`src/rtl/wreg_hazard_unit.sv`:
```
// Destination tracking through EX/MEM and MEM/WB, forwarding selects and load-use stall.
// Optional saturating stall counter on stall_count when HAZ_STALL_CNT_EN is defined.
module wreg_hazard_unit #(
    parameter bit FWD_WB_EN_DEFAULT = 1'b1
) (
    input  logic       clk,
    input  logic       reset,
    input  logic [4:0] ex_wreg,
    input  logic       ex_regwrite,
    input  logic       ex_memread,
    input  logic [4:0] ex_rs,
    input  logic [4:0] ex_rt,
    input  logic [4:0] id_rs,
    input  logic [4:0] id_rt,
    input  logic       flush,
    output logic [1:0] fwd_a,
    output logic [1:0] fwd_b,
    output logic       stall,
    output logic [4:0] mem_wreg,
    output logic [4:0] wb_wreg,
    output logic       mem_regwrite,
    output logic       wb_regwrite
`ifdef HAZ_STALL_CNT_EN
    ,
    output logic [15:0] stall_count
`endif
);

    logic mem_eff;
    logic wb_eff;
    logic mem_a, mem_b;
    logic wb_a, wb_b;

    // The MEM-stage load flag is not kept: a load-use hazard is fully
    // resolved by the single ID/EX bubble, so nothing downstream reads it.
    always_ff @(posedge clk or posedge reset) begin
        if (reset) begin
            mem_wreg     <= 5'd0;
            mem_regwrite <= 1'b0;
            wb_wreg      <= 5'd0;
            wb_regwrite  <= 1'b0;
        end else begin
            if (flush) begin
                mem_wreg     <= 5'd0;
                mem_regwrite <= 1'b0;
            end else begin
                mem_wreg     <= ex_wreg;
                mem_regwrite <= ex_regwrite;
            end
            wb_wreg     <= mem_wreg;
            wb_regwrite <= mem_regwrite;
        end
    end

    assign mem_eff = mem_regwrite && (mem_wreg != 5'd0);
    assign wb_eff  = FWD_WB_EN_DEFAULT && wb_regwrite
                     && (wb_wreg != 5'd0);

    assign mem_a = mem_eff && (mem_wreg == ex_rs);
    assign mem_b = mem_eff && (mem_wreg == ex_rt);
    assign wb_a  = wb_eff && (wb_wreg == ex_rs);
    assign wb_b  = wb_eff && (wb_wreg == ex_rt);

    always_comb begin
        fwd_a = 2'b00;
        unique case (1'b1)
            mem_a:          fwd_a = 2'b10;
            wb_a && !mem_a: fwd_a = 2'b01;
            default:        fwd_a = 2'b00;
        endcase
    end

    always_comb begin
        fwd_b = 2'b00;
        unique case (1'b1)
            mem_b:          fwd_b = 2'b10;
            wb_b && !mem_b: fwd_b = 2'b01;
            default:        fwd_b = 2'b00;
        endcase
    end

    assign stall = ex_memread && ex_regwrite
                   && (ex_wreg != 5'd0)
                   && ((ex_wreg == id_rs) || (ex_wreg == id_rt))
                   && !flush;

`ifdef HAZ_STALL_CNT_EN
    always_ff @(posedge clk or posedge reset) begin
        if (reset) begin
            stall_count <= 16'd0;
        end else if (stall && (stall_count != 16'hFFFF)) begin
            stall_count <= stall_count + 16'd1;
        end
    end
`endif

endmodule
```
`config.mk`:
```
export PLATFORM = sky130hd
export DESIGN_NAME = wreg_hazard_unit
export DESIGN_NICKNAME = d
export VERILOG_FILES = /design/src/rtl/wreg_hazard_unit.sv
export SDC_FILE = /design/constraint.sdc
export NUM_CORES = 1
export LEC_CHECK = 0
export ABC_AREA = 1
export BUFFER_PORTS_ARGS = -buffer_cell sky130_fd_sc_hd__buf_2
export CORE_MARGIN = 4
export CORE_UTILIZATION = 30
export DETAILED_ROUTE_END_ITERATION = 6
export GPL_TIMING_DRIVEN = 0
export SLEW_MARGIN = 20
export SYNTH_ARGS = -nofsm -noshare
export SYNTH_HDL_FRONTEND = slang
export SYNTH_SLANG_ARGS = --single-unit
```
`constraint.sdc`:
```
create_clock -name clk -period 1.6 [get_ports clk]
set_input_delay 0.32 -clock clk [delete_from_list [all_inputs] [get_ports clk]]
set_output_delay 0.32 -clock clk [all_outputs]
set_load 0.05 [all_outputs]
```
== After elaboration in Yosys (flattened, before gate mapping) ==
Index checks and enable logic that the tools add are counted.

* Eq/ne operators: 6
* Mux-type cells: 4
* Reduce and logical (&&, ||, !) cells: 19

{| class="wikitable"
|+ Operator list
! cell !! count
|-
| 5-bit equality test || 6
|-
| 5-bit nonzero test || 3
|-
| 1-bit logical AND || 12
|-
| 2-bit case mux with 2 select lines || 2
|-
| 5-bit two-way mux || 1
|-
| 1-bit logical NOT || 3
|-
| 1-bit logical OR || 1
|-
| 1-bit two-way mux || 1
|}

* Register bits after elaboration: 12
* Input port bits: 30
* Output and inout bits: 17
* Logic and storage cells: 33

== Logic depth before layout (Yosys ltp) ==
* Depth after elaboration: 6
* Depth in mapped cells: 7
* Gate-level depth less buffers: 7

== Least setup slack after synthesis ==
OpenSTA, ideal clock, no wires.

* Path kind: register to output
* Start point: register mem_wreg[2]
* End point: output port fwd_a[0]
* Arrival time: 1.872 ns
* Slack: -0.592 ns
* Stages on the path, launching flop included: 8
* Buffers on the path: 0
* Path through: dfrtp_1 inv_1 nand2_1 nand2_1 nor2_1 nand3_1 nor2_2 nor2_1

* Longest elaborated chain between the ends: 6
* Elaborated cells on any way between the ends: 7
* Classes of those cells: eq/ne (1); mux (1); reduce/logical (5)

{| class="wikitable"
|+ RTL lines
! element !! line !! source
|-
| start, declared || 19 || <nowiki>output logic [4:0] mem_wreg,</nowiki>
|-
| start signal, assigned || 47 || <nowiki>mem_wreg <= ex_wreg;</nowiki>
|-
| 5-bit nonzero test || 55 || <nowiki>assign mem_eff = mem_regwrite && (mem_wreg != 5'd0);</nowiki>
|-
| 1-bit logical AND || 55 ||
|-
| 1-bit logical AND * || 59 || <nowiki>assign mem_a = mem_eff && (mem_wreg == ex_rs);</nowiki>
|-
| 1-bit logical NOT || 68 || <nowiki>wb_a && !mem_a: fwd_a = 2'b01;</nowiki>
|-
| 1-bit logical AND || 68 ||
|-
| 2-bit case mux with 2 select lines * || 66 || <nowiki>unique case (1'b1)</nowiki>
|-
| end, declared || 16 || <nowiki>output logic [1:0] fwd_a,</nowiki>
|}

Mark *: on every way between the ends. The rest lies on a longest branch, timed or not.

== Worst setup path after layout ==
* Start point: register mem_wreg[1]
* End point: output port fwd_a[0]

Same word-level chain as after synthesis.

==> qor.yml <==
cts_sinks: 12
synthesis.area_um2: 893
critPathRequiredTime_ps: 1280
clockRootBuffer: "clkbuf_4"
clk_pin_slew_ps: 70
grt_max_degree: 13
synthToLayoutAreaGrowth_pct: 45.2
violations: "setup timing"
tightest_slew_ps: 426
synth-compound-area-share: 0.0154
io_buffer_count: 46
status: "finished with violations"
worstSetupPathType: "register to output port"
crit_fanout: 5
fin_crit_ps: 1800
viasPerCell: 4.34
fmax_ghz: 0.555
clock_skew_ps: 0.319
holdWs_ps: 38.9
final_cell_area_um2: 1300
setup_ws_ps: -203
internal_power_uw: 513
sequentialPowerShare: 0.436
holdBufCountCts: 0
wl_per_cell_um: 9.73
yosys_warnings: 0
synth_top_family_by_area: "simple AND/OR/NAND/NOR gates"
ys_seq_area_frac: 0.336
nFillCells: 305
place_area_um2: 1200
total_power_uw: 786
synthXorXnorAreaFrac: 0.108
crit_top_cell: "nor2_4"
power.density_nw_per_um2: 605
grt_pass1_wl_mm: 3.94
finalHoldViolations: 0
grtUsageTotal: 0.120
dp_hpwl_mm: 1.91
critPathCaptureType: "output port"
dr.first_iter.drc_count: 35
final_nets: 230
place_ws_ps: -67.6
fin_crit_sh: 1.13
clk_path_buf_depth: 2
p_sw_frac: 0.347
drive_above_1_share: 0.347
place_congestion: 0.877
maxCapViolCount: 0
antenna_found_initial: 0
gr-total-overflow: 0
synthDistinctLibCells: 13
syn_nets: 177
leakagePower_uw: 0.000758
yosys_register_bits: 12
hold_path.class: "input port to asynchronous set/reset pin"
grt_pass1_vias: 1020
r2r_slack_ps: 890
avgSynthCellArea_um2: 6.08
rsz0062_at_grt: "true"
finalMaxSlewViolations: 0
switchingPower_uw: 272
path_cells: "nor2_4 -> nand3_2 -> o21ai_4 -> nor2_4 -> nor2_4 -> buf_8"
setup_violations: 4
dieWidth_um: 62.6
die_area_um2: 3920
n_antenna_cell: 0
slowest_stage: "dfrtp_2"
synthCells: 147
dp_cells: 224
drtAntennaViolNets: 0
vias: 998
cts_tree: "done"
wirelength_mm: 2.24
cpPeakStageDelay_ps: 460
core_area_um2: 2810
cp_data_arrival_time_ps: 1480
h-tree-depth: 1
finalNonFillerCells: 230
synth-adder-area-share: 0
path_buf_inv: 1
synth_simple_gate_area_frac: 0.419
start_util: 0.318
crit_family: "flip-flops"
first_pass_iters: 4
row_count: 19
slew_headroom: 0.715
start_kind: "register"
die_y_um: 62.6
synthMuxAreaShare: 0
p_clk_frac: 0.229
num_io_pins: 47
numCtsBuffers: 3
clk_latency_ps: 260
p_comb_frac: 0.335
peakVddDrop_mv: 0.207
drc: 0
kinds of logic after synthesis:
family	Yosys count
simple gates	93
buf+inv	29
flops	12
xor+xnor	11
compound gates	2
power by group through the flow:
stage	combinational, uW	sequential [uW]	clock, uW
after floorplan	112	399	0
after global routing	295	347	206
after detailed placement	255	347	0
after global placement	252	346	0
final	263	343	180
after CTS	265	343	194
sequential cells by signal (all words and copies together) (netlist names):
| signal | flops |
|---|---|
| mem_wreg | 5 |
| wb_wreg | 5 |
| mem_regwrite | 1 |
| wb_regwrite | 1 |
area by class of cell:
type                       count  area, um^2  area share
inverter                      29         109      0.0839
sequential                    12         309       0.238
timing repair buffer          48         284       0.219
clock buffer                   4        26.3      0.0203
tap                           31        38.8      0.0299
multi-input combinational    106         531       0.409
cell usage in the layout, fill, tap and decap left out, types with 2 or more instances in the layout:
| cell type | netlist | final |
|---|---|---|
| nand2_1 | 56 | 56 |
| buf_2 | 0 | 41 |
| inv_1 | 27 | 26 |
| nor2_1 | 23 | 21 |
| xnor2_1 | 8 | 8 |
| dfrtp_2 | 0 | 7 |
| nand3_1 | 7 | 6 |
| nor2_4 | 0 | 5 |
| dfrtp_1 | 12 | 5 |
| clkbuf_4 | 0 | 4 |
| inv_2 | 2 | 3 |
| nand4_1 | 3 | 3 |
| xor2_1 | 3 | 3 |
| buf_8 | 0 | 3 |
| buf_4 | 0 | 2 |
final timing paths:
| check | from | endpoint | cells after the start |
|---|---|---|---|
| worst max register to register | mem_wreg[1] | wb_wreg[1] | 1 |
| min in group clk | ex_regwrite | mem_regwrite | 3 |
| max in group asynchronous | reset | mem_wreg[3] | 2 |
| worst min-delay path | reset | wb_wreg[0] | 2 |
| worst max-delay path | mem_wreg[1] | fwd_a[0] | 6 |
| worst min register to register | mem_wreg[2] | wb_wreg[2] | 0 |
synthesized netlist by cell type:
cell     count  area (um^2)
a21oi_1      1         5.00
dfrtp_1     12          300
inv_1       27          101
inv_2        2         7.51
nand2_1     56          210
nand3_1      7         35.0
nand4_1      3         18.8
nor2_1      23         86.3
nor2_2       3         18.8
nor3_1       1         5.00
o21ai_2      1         8.76
xnor2_1      8         70.1
xor2_1       3         26.3
layer usage:
layer | wire [um] | track usage
met1 | 888 | 0.133
met4 | 24 | 0.0579
met2 | 1120 | 0.209
met3 | 209 | 0.0324
met5 | 0 | 0
through the flow:
stage          setup TNS (ps)   util
2_1_floorplan            -209      -
3_3_place_gp            -73.9  0.427
3_5_place_dp             -133  0.427
6_report                 -691  0.463
5_1_grt                 -1070  0.463
4_1_cts                  -824  0.456
what timing repair did:
item / 4_1_cts / 5_1_grt
endpoints found under the setup margin: 4 / 5
buffers inserted: 2 / 0
gates resized for setup: 11 / 6
pin swaps: 3 / 4
endpoints found under the hold margin: 0 / 0
Note: power is estimated with default switching activity, not from simulation.
